[src/rtl/markov_predictor.sv]
// Rock-paper-scissors opponent: learns a Markov table of (recent move pairs) -> user's next move
// and plays the move that beats the most likely one. Valid/ready round handshake, saturating scores.
module markov_predictor #(
  parameter int          HIST_LEN = 1,
  parameter int          CNT_W    = 8,
  parameter int          SCORE_W  = 8,
  parameter logic [15:0] SEED     = 16'hACE1
) (
  input  logic               clock,
  input  logic               reset,
  input  logic               clear_i,
  input  logic               move_valid_i,
  output logic               move_ready_o,
  input  logic [1:0]         user_move_i,
  output logic               choice_valid_o,
  output logic [1:0]         choice_o,
  output logic               illegal_o,
  output logic [SCORE_W-1:0] user_wins_o,
  output logic [SCORE_W-1:0] cpu_wins_o
);

  localparam int         NUM_CTX = (HIST_LEN == 2) ? 81 : 9;
  localparam int         CTX_W   = $clog2(NUM_CTX);
  localparam logic [1:0] FULL    = 2'(HIST_LEN);

  typedef enum logic [1:0] {S_INIT, S_IDLE, S_UPDATE, S_PREDICT} state_e;

  state_e                                 state_q, state_d;
  logic [NUM_CTX-1:0][2:0][CNT_W-1:0]     tbl_q, tbl_d;
  logic [CTX_W-1:0]                       row_q, row_d;
  logic [HIST_LEN-1:0][3:0]               hist_q, hist_d;  // {user, cpu}, [0] newest
  logic [1:0]                             fill_q, fill_d;
  logic [1:0]                             move_q, move_d;
  logic                                   illegal_q, illegal_d;
  logic [1:0]                             choice_q, choice_d;
  logic [SCORE_W-1:0]                     uw_q, uw_d, cw_q, cw_d;
  logic [15:0]                            lfsr_q;

  logic [CTX_W-1:0]                       ctx;
  logic [2:0][CNT_W-1:0]                  cur;
  logic [CNT_W-1:0]                       mx, tgt;
  logic [2:0]                             tie;
  logic [1:0]                             rnd, p, pred_choice;

  function automatic logic beats(input logic [1:0] a, input logic [1:0] b);
    return (a == 2'd0 && b == 2'd1) || (a == 2'd1 && b == 2'd2) || (a == 2'd2 && b == 2'd0);
  endfunction

  // Context index: base-9 digits of (3*user + cpu), newest round least significant
  always_comb begin
    int acc;
    acc = 0;
    for (int k = HIST_LEN - 1; k >= 0; k--)
      acc = acc * 9 + 3 * int'(hist_q[k][3:2]) + int'(hist_q[k][1:0]);
    ctx = CTX_W'(acc);
  end

  always_comb begin
    cur = tbl_q[ctx];
    mx  = cur[0];
    if (cur[1] > mx) mx = cur[1];
    if (cur[2] > mx) mx = cur[2];
    for (int j = 0; j < 3; j++) tie[j] = (cur[j] == mx);
    rnd = (lfsr_q[1:0] == 2'd3) ? 2'd0 : lfsr_q[1:0];
    case (tie)
      3'b001:  p = 2'd0;
      3'b010:  p = 2'd1;
      3'b100:  p = 2'd2;
      3'b011:  p = lfsr_q[0] ? 2'd1 : 2'd0;
      3'b101:  p = lfsr_q[0] ? 2'd2 : 2'd0;
      3'b110:  p = lfsr_q[0] ? 2'd2 : 2'd1;
      default: p = rnd;
    endcase
    if (fill_q != FULL) p = rnd;
    pred_choice = (p == 2'd0) ? 2'd2 : (p == 2'd1) ? 2'd0 : 2'd1;
  end

  always_comb begin
    state_d   = state_q;
    row_d     = row_q;
    tbl_d     = tbl_q;
    hist_d    = hist_q;
    fill_d    = fill_q;
    move_d    = move_q;
    illegal_d = 1'b0;
    choice_d  = choice_q;
    uw_d      = uw_q;
    cw_d      = cw_q;
    tgt       = tbl_q[ctx][move_q];
    case (state_q)
      S_INIT: begin
        tbl_d[row_q] = '0;
        if (row_q == CTX_W'(NUM_CTX - 1)) state_d = S_PREDICT;
        else                              row_d   = row_q + CTX_W'(1);
      end
      S_IDLE: begin
        if (move_valid_i) begin
          move_d    = user_move_i;
          illegal_d = (user_move_i == 2'b11);
          state_d   = S_UPDATE;
        end
      end
      S_UPDATE: begin
        if (illegal_q) begin
          state_d = S_IDLE;
        end else begin
          if (beats(move_q, choice_q) && uw_q != '1) uw_d = uw_q + SCORE_W'(1);
          if (beats(choice_q, move_q) && cw_q != '1) cw_d = cw_q + SCORE_W'(1);
          if (fill_q == FULL) begin
            // A saturated counter halves its whole row so relative odds survive
            if (tgt == '1) begin
              for (int j = 0; j < 3; j++) tbl_d[ctx][j] = tbl_q[ctx][j] >> 1;
              tbl_d[ctx][move_q] = (tgt >> 1) + CNT_W'(1);
            end else begin
              tbl_d[ctx][move_q] = tgt + CNT_W'(1);
            end
          end
          for (int k = HIST_LEN - 1; k > 0; k--) hist_d[k] = hist_q[k-1];
          hist_d[0] = {move_q, choice_q};
          if (fill_q != FULL) fill_d = fill_q + 2'd1;
          state_d = S_PREDICT;
        end
      end
      S_PREDICT: begin
        choice_d = pred_choice;
        state_d  = S_IDLE;
      end
      default: state_d = S_INIT;
    endcase
    if (clear_i) begin
      state_d   = S_INIT;
      row_d     = '0;
      tbl_d     = tbl_q;
      hist_d    = '0;
      fill_d    = '0;
      illegal_d = 1'b0;
      choice_d  = choice_q;
      uw_d      = '0;
      cw_d      = '0;
    end
  end

  always_ff @(posedge clock or negedge reset) begin
    if (!reset) begin
      state_q   <= S_INIT;
      row_q     <= '0;
      hist_q    <= '0;
      fill_q    <= '0;
      move_q    <= '0;
      illegal_q <= 1'b0;
      choice_q  <= '0;
      uw_q      <= '0;
      cw_q      <= '0;
      lfsr_q    <= SEED;
    end else begin
      state_q   <= state_d;
      row_q     <= row_d;
      hist_q    <= hist_d;
      fill_q    <= fill_d;
      move_q    <= move_d;
      illegal_q <= illegal_d;
      choice_q  <= choice_d;
      uw_q      <= uw_d;
      cw_q      <= cw_d;
      lfsr_q    <= {lfsr_q[0] ^ lfsr_q[2] ^ lfsr_q[3] ^ lfsr_q[5], lfsr_q[15:1]};
    end
  end

  // Table contents are established by INIT after every reset/clear
  always_ff @(posedge clock) tbl_q <= tbl_d;

  assign move_ready_o   = (state_q == S_IDLE);
  assign choice_valid_o = (state_q == S_IDLE);
  assign choice_o       = choice_q;
  assign illegal_o      = illegal_q;
  assign user_wins_o    = uw_q;
  assign cpu_wins_o     = cw_q;

endmodule

[config.mk]
export PLATFORM = sky130hd
export DESIGN_NAME = markov_predictor
export DESIGN_NICKNAME = d
export VERILOG_FILES = /design/src/rtl/markov_predictor.sv
export SDC_FILE = /design/constraint.sdc
export NUM_CORES = 1
export LEC_CHECK = 0
export BUFFER_PORTS_ARGS = -buffer_cell sky130_fd_sc_hd__buf_4
export CAP_MARGIN = 10
export CORE_MARGIN = 2
export CORE_UTILIZATION = 50
export DETAILED_ROUTE_END_ITERATION = 6
export PLACE_DENSITY = 0.72
export SYNTH_ARGS = -nofsm -noshare
export SYNTH_HDL_FRONTEND = slang
export SYNTH_SLANG_ARGS = --single-unit
[constraint.sdc]
create_clock -name clock -period 20.3 [get_ports clock]
set_clock_uncertainty 0.05 [all_clocks]
set_input_delay 2.03 -clock clock [delete_from_list [all_inputs] [get_ports clock]]
set_output_delay 2.03 -clock clock [all_outputs]
set_load 0.05 [all_outputs]
# Word-level counts from Yosys, hierarchy flattened
# Cells that the tools add are included.
op_classes:
  add_sub_neg: 7
  multipliers: 1
  n_lt_le_gt_ge: 8
  eq_ne: 31
  mux: 61
  n_bitwise: 6
  n_reduce_logical: 34
op_table:
  columns: ["operator", "n"]
  rows:
  - ["$bwmux 216", 5]
  - ["$mux 216", 3]
  - ["$demux 24 s4", 5]
  - ["$pmux 216 s2", 1]
  - ["$and 216x216->216", 1]
  - ["$not 216->216", 1]
  - ["$mux 8", 13]
  - ["$bmux 24 s4", 1]
  - ["$mux 24", 4]
  - ["$mux 2", 13]
  - ["$add 8x1->8 const B", 3]
  - ["$eq 8x8->1", 3]
  - ["$mux 4", 6]
  - ["$bmux 8 s2", 1]
  - ["$demux 8 s2", 1]
  - ["$gt 8x8->1", 2]
  - ["$mux 16", 1]
  - ["$ne 8x8->1 const B", 2]
  - ["$eq 2x2->1 const B", 6]
  - ["$pmux 2 s6", 1]
  - ["$reduce_bool 2->1", 6]
  - ["$logic_and 1x1->1", 11]
  - ["$eq 2x1->1 const B", 5]
  - ["$lt 4x5->1 const B", 2]
  - ["other kinds (25)", 51]
totals:
  register_bits: 265
  input_bits: 6
  out_inout_bits: 21
  elab_cells: 185

# Longest topological paths before layout
logic_depth:
  ltp_word: 15
  mapped_depth: 33
  ltp_nobuf: 27

# Worst setup path before layout
# No wires, ideal clock.
synth_timing:
  path_kind: "reg-to-reg"
  startpoint: "reg hist_q[1] (netlist name)"
  endpoint: "reg choice_q[0] (netlist: choice_o[0])"
  setup_ns: 0.082
  arrival_ns: 7.464
  t_required_ns: 20.168
  setup_slack_ns: 12.704
  stages_incl_launch_ff: 30
  n_path_buf: 5
  period_less_slack_ns: 7.596
  cell_sequence: "dfrtp_1 -> fa_1 -> ha_1 -> fa_1 -> buf_2 -> buf_2 -> buf_2 -> o31ai_2 -> inv_2 -> ha_1 -> nor2b_1 -> o211ai_1 -> a21oi_1 -> o31ai_1 -> clkbuf_1 -> mux2i_1 -> inv_1 -> ha_1 -> and3_1 -> a221o_1 -> a21oi_1 -> a31oi_1 -> clkbuf_1 -> a21oi_1 -> o21ai_0 -> a221o_1 -> a311o_1 -> or3b_1 -> a211o_1 -> a31oi_1"
synth_via:
  elab_chain_len: 14
  elab_cells_between_ends: 22
  cone_classes: "add/sub: 1; order compare: 2; eq/ne: 10; mux: 8; reduce/logical: 1"
synth_rtl:
  columns: ["item", "line_no", "source"]
  rows:
  - ["from (decl)", "31", "logic [HIST_LEN-1:0][3:0] hist_q, hist_d;"]
  - ["from (signal assigned)", "158", "hist_q <= hist_d;"]
  - ["$add 4x2->4 (*)", "54", "acc = acc * 9 + 3 * int'(hist_q[k][3:2]) + int'(hist_q[k][1:0]);"]
  - ["$bmux 24 s4 (*)", "59", "cur = tbl_q[ctx];"]
  - ["$mux 24 (not written as such) (*)", "59", null]
  - ["$gt 8x8->1", "61", "if (cur[1] > mx) mx = cur[1];"]
  - ["$mux 8", "61", null]
  - ["$gt 8x8->1", "62", "if (cur[2] > mx) mx = cur[2];"]
  - ["$mux 8", "62", null]
  - ["$eq 8x8->1", "63", "for (int j = 0; j < 3; j++) tie[j] = (cur[j] == mx);"]
  - ["$eq 3x3->1, or another cell as far along", "65", "case (tie)"]
  - ["$pmux 2 s6 (*)", "65", null]
  - ["$mux 2 (*)", "74", "if (fill_q != FULL) p = rnd;"]
  - ["$eq 2x1->1", "75", "pred_choice = (p == 2'd0) ? 2'd2 : (p == 2'd1) ? 2'd0 : 2'd1;"]
  - ["$mux 1", "75", null]
  - ["$mux 2 (*)", "75", null]
  - ["to (signal assigned)", "162", "choice_q <= choice_d;"]
  - ["to (decl)", "35", "logic [1:0] choice_q, choice_d;"]
# Every way passes the cells marked *; elsewhere a longest branch is shown, timed or not. The select of a mux whose other input is x is not followed.
# A chain may end at the register's enable or synchronous reset.

# Worst setup path after layout
layout_timing:
  startpoint: "reg hist_q[2] (netlist name)"
  endpoint: "reg choice_q[0] (netlist: choice_o[0])"
layout_via:
  elab_chain_len: 15
  elab_cells_between_ends: 23
  cone_classes: "add/sub: 1; mul: 1; order compare: 2; eq/ne: 10; mux: 8; reduce/logical: 1"
layout_rtl:
  columns: ["item", "line_no"]
  rows:
  - ["$mul 2x2->4 (*)", "54"]
  - ["$add 4x2->4 (*)", "54"]
  - ["$bmux 24 s4 (*)", "59"]
  - ["$mux 24 (not written as such) (*)", "59"]
  - ["$gt 8x8->1", "61"]
  - ["$mux 8", "61"]
  - ["$gt 8x8->1", "62"]
  - ["$mux 8", "62"]
  - ["$eq 8x8->1", "63"]
  - ["$eq 3x3->1, or another cell as far along", "65"]
  - ["$pmux 2 s6 (*)", "65"]
  - ["$mux 2 (*)", "74"]
  - ["$eq 2x1->1", "75"]
  - ["$mux 1", "75"]
  - ["$mux 2 (*)", "75"]
# Marks and branches as above.

==> impl_metrics.json <==
{
  "status": "finished clean",
  "cts_root_buffer_type": "sky130_fd_sc_hd__clkbuf_16",
  "top_library_cells_by_usage_in_the_layout_fill_and_taps_aside": "sky130_fd_sc_hd__nand2_1 (309), sky130_fd_sc_hd__edfxtp_1 (216), sky130_fd_sc_hd__nor2_1 (136)",
  "synth.top_cells.by_area": "sky130_fd_sc_hd__edfxtp_1 (41%), sky130_fd_sc_hd__nand2_1 (7.3%), sky130_fd_sc_hd__dfrtp_1 (6.4%)",
  "max_ir_drop_vdd_mv": 0.08397,
  "cts_tree": "built",
  "insertion_delay_ps": 580,
  "core_um2": 31470,
  "globalRouteOverflowTotal": 0,
  "path_max_fanout": 68,
  "power.density_nw_per_um2": 127.7,
  "syn-num-nets": 1638,
  "finalSetupViolations": 0,
  "reg2reg_slack_ps": 11380,
  "maxSlewHeadroom": 0.03273,
  "total_routed_wirelength_um": 56070,
  "grt_pass1_wl_um": 83320,
  "port_buffers": 26,
  "antenna_cells_inserted": 0,
  "gpl.final_weighted_congestion": 1.079,
  "routedWlPerCell_um": 27.58,
  "unrepaired_setup_endpoints_after_global_routing": "false",
  "rr_startpoint": "hist_q[2]$_DFFE_PN0P_",
  "drive_gt1_frac": 0.1416,
  "cp_data_arrival_time_ps": 9380,
  "floorplan.initialDensity": 0.5071,
  "total_power_w": 0.002247,
  "yosys_warnings": 0,
  "fill_cells": 2690,
  "grt_pass1_vias": 13072,
  "clk_path_buf_depth": 3,
  "critPathCaptureType": "register",
  "synth_flop_cell": "sky130_fd_sc_hd__edfxtp_1",
  "mappedNetlistArea_um2": 15960,
  "cp-start-kind": "register",
  "post_drt_via_cell_ratio": 6.849,
  "post_cts_hold_buffer_count": 0,
  "synthSimpleGateAreaFrac": 0.1571,
  "p_leak_nw": 6.512,
  "slew_violations": 0,
  "critical_path_class": "register to register",
  "timing.hold.worst.start": "lfsr_q[4]$_DFF_PN0_",
  "post_synth_mux_area_share": 0.06248,
  "clk_pin_slew_ps": 70,
  "max_freq_mhz": 112.0,
  "cts-htree-levels": 1,
  "pre_cts_slack_ps": 11500,
  "drt_iter0_drc": 2264,
  "dominant_combinational_cell_family_by_area_after_synthesis": "compound AO/OA/AOI/OAI gates",
  "most_common_cell_after_layout_fill_and_taps_aside": "sky130_fd_sc_hd__nand2_1",
  "dp_hpwl_um": 37710,
  "flow.area_growth_from_synthesis_pct": 10.21,
  "die_area_um2": 33370,
  "hold_depth": 0,
  "ys_ff_latch": 265,
  "synth-compound-area-share": 0.1988,
  "layout.nets": 1644,
  "ctsResizeCount": 0,
  "grt.total_usage": 0.3334,
  "post_synth_xor_area_fraction": 0.03567,
  "io_pins": 27,
  "whs_endpoint": "lfsr_q[3]$_DFF_PN0_",
  "period_share": 0.4397,
  "synthesis.instances": 1603,
  "ant_nets": 0,
  "initial_antenna_violation_count": 1,
  "clock-sinks": 265,
  "sequential_to_total_area_share_from_yosys_stat": 0.4838,
  "timing_worst_slew_pin_value_ps": 1441,
  "max-cap-violations": 0,
  "r2r_cells": 26,
  "cp_data_required_time_ps": 20760,
  "post_cts_setup_buffer_count": 0,
  "timing.setup.tns_ps": 0,
  "number_of_cts_inserted_buffers": 30,
  "avgSynthCellArea_um2": 9.957,
  "worst_hold_path_type": "register to register",
  "ys_types": 81,
  "die_w_um": 182.7,
  "remaining_drc_errors": 0,
  "synth_fa_ha_area_frac": 0.02430,
  "fp.dieH_um": 182.7,
  "final.setup.worst_slack_ps": 11380,
  "synth_enable_flop_cells": 216,
  "detailroute.via_count": 13925,
  "async_flop_share": 0.1849,
  "crit_slowest_cell": "sky130_fd_sc_hd__buf_4",
  "slowest_delay_ps": 880,
  "final_period_minus_worst_setup_slack_ps": 8925,
  "rows": 65,
  "yosys.area.top_type_share": 0.4064,
  "drt-pass1-iter-count": 7,
  "grt_max_degree": 69,
  "synth.largest_area_cell": "sky130_fd_sc_hd__edfxtp_1",
  "final_hold_viol_count": 0,
  "worstReg2RegEnd": "choice_o[0]$_DFFE_PN0P_"
}
cell type report:
type / count / area, um2 / area share
Tap cell: 402 / 503.0 / 0.02859
Multi-Input combinational cell: 1215 / 7712 / 0.4384
Clock buffer: 45 / 904.6 / 0.05142
Sequential cell: 265 / 7722 / 0.4390
Inverter: 25 / 93.84 / 0.005334
Timing Repair Buffer: 72 / 540.5 / 0.03073
Clock inverter: 9 / 115.1 / 0.006543
cell usage after synthesis, drive strengths merged, types with 4 or more instances:
library cell,n
o22ai,15
a211oi,25
xor2,37
o21a,7
dfrtp,41
mux4,6
nor2,142
o21ai,148
mux2,38
nand2,318
nand3b,8
ha,27
nor3,21
a32o,8
mux2i,43
clkbuf,58
a222oi,5
a22oi,65
o32ai,8
o41ai,4
nor2b,29
a221o,13
a21o,6
xnor2,28
a21oi,66
nand3,17
and2,4
edfxtp,216
nand4,6
or2,4
o221ai,44
o31ai,14
buf,40
nand2b,18
a31oi,9
dfstp,8
inv,25
worst max-delay path, delay by kind of cell (launching register included):
family | cells | cell delay, ps
and+or+nand+nor | 6 | 1220
AOI/OAI and AO/OA | 10 | 3210
muxes | 2 | 560
adders and majority gates | 4 | 1920
DFF | 1 | 420
buffers and inverters | 4 | 1390
report_power, final:
part	internal, W	switching, W
combinational	0.000267	0.000640
sequential	0.000717	0.0000578
clock	0.000334	0.000232
metrics by stage:
step / instance area, um2 / hold slack (ps) / utilization / cells
2_1_floorplan: 15960 / 281.2 / - / 1603
3_3_place_gp: 16570 / 284.1 / 0.5265 / 1979
3_5_place_dp: 16570 / 284.7 / 0.5265 / 1979
4_1_cts: 17590 / 298.3 / 0.5589 / 2033
5_1_grt: 17590 / 304.5 / 0.5589 / 2033
6_report: 17590 / 295.2 / 0.5589 / 2033
cells by family (layout without fill, tap and decap cells):
| family | after synthesis | after routing |
|---|---|---|
| flip-flops | 265 | 265 |
| multiplexers | 87 | 87 |
| AND/OR/NAND/NOR | 580 | 580 |
| adder cells (fa/ha/maj) | 30 | 30 |
| XOR/XNOR | 65 | 65 |
| buffers and inverters | 123 | 151 |
| AO/OA/AOI/OAI | 453 | 453 |
how the worst max path moves through the flow:
stage,start,endpoint,slack (ps),depth (start not counted)
global route,hist_q[3]$_DFFE_PN0P_,choice_o[0]$_DFFE_PN0P_,10980,26
CTS,hist_q[2]$_DFFE_PN0P_,choice_o[0]$_DFFE_PN0P_,11510,26
finish,hist_q[2]$_DFFE_PN0P_,choice_o[0]$_DFFE_PN0P_,11380,26
global placement,hist_q[1]$_DFFE_PN0P_,choice_o[0]$_DFFE_PN0P_,11730,26
floorplan,hist_q[1]$_DFFE_PN0P_,choice_o[0]$_DFFE_PN0P_,12700,29
detailed placement,hist_q[2]$_DFFE_PN0P_,choice_o[0]$_DFFE_PN0P_,11500,26
sequential cells by signal (all words and copies together), names as in the netlist:
name / cells
tbl_q: 216
fill_q: 2
row_q: 4
hist_q: 4
cpu_wins_o: 8
choice_o: 2
state_q: 2
illegal_o: 1
user_wins_o: 8
lfsr_q: 16
move_q: 2
layer usage:
metal | part of all wire | wire length [um] | up-vias | GRT usage
met3 | 0.14 | 8057 | 222 | 0.1082
li1 | - | - | 5970 | -
met1 | 0.37 | 20600 | 6667 | 0.4428
met5 | 0.00080 | 45 | - | 0
met2 | 0.42 | 23670 | 1064 | 0.4876
met4 | 0.066 | 3693 | 2 | 0.1729
Note: power is estimated with default switching activity, not from simulation.
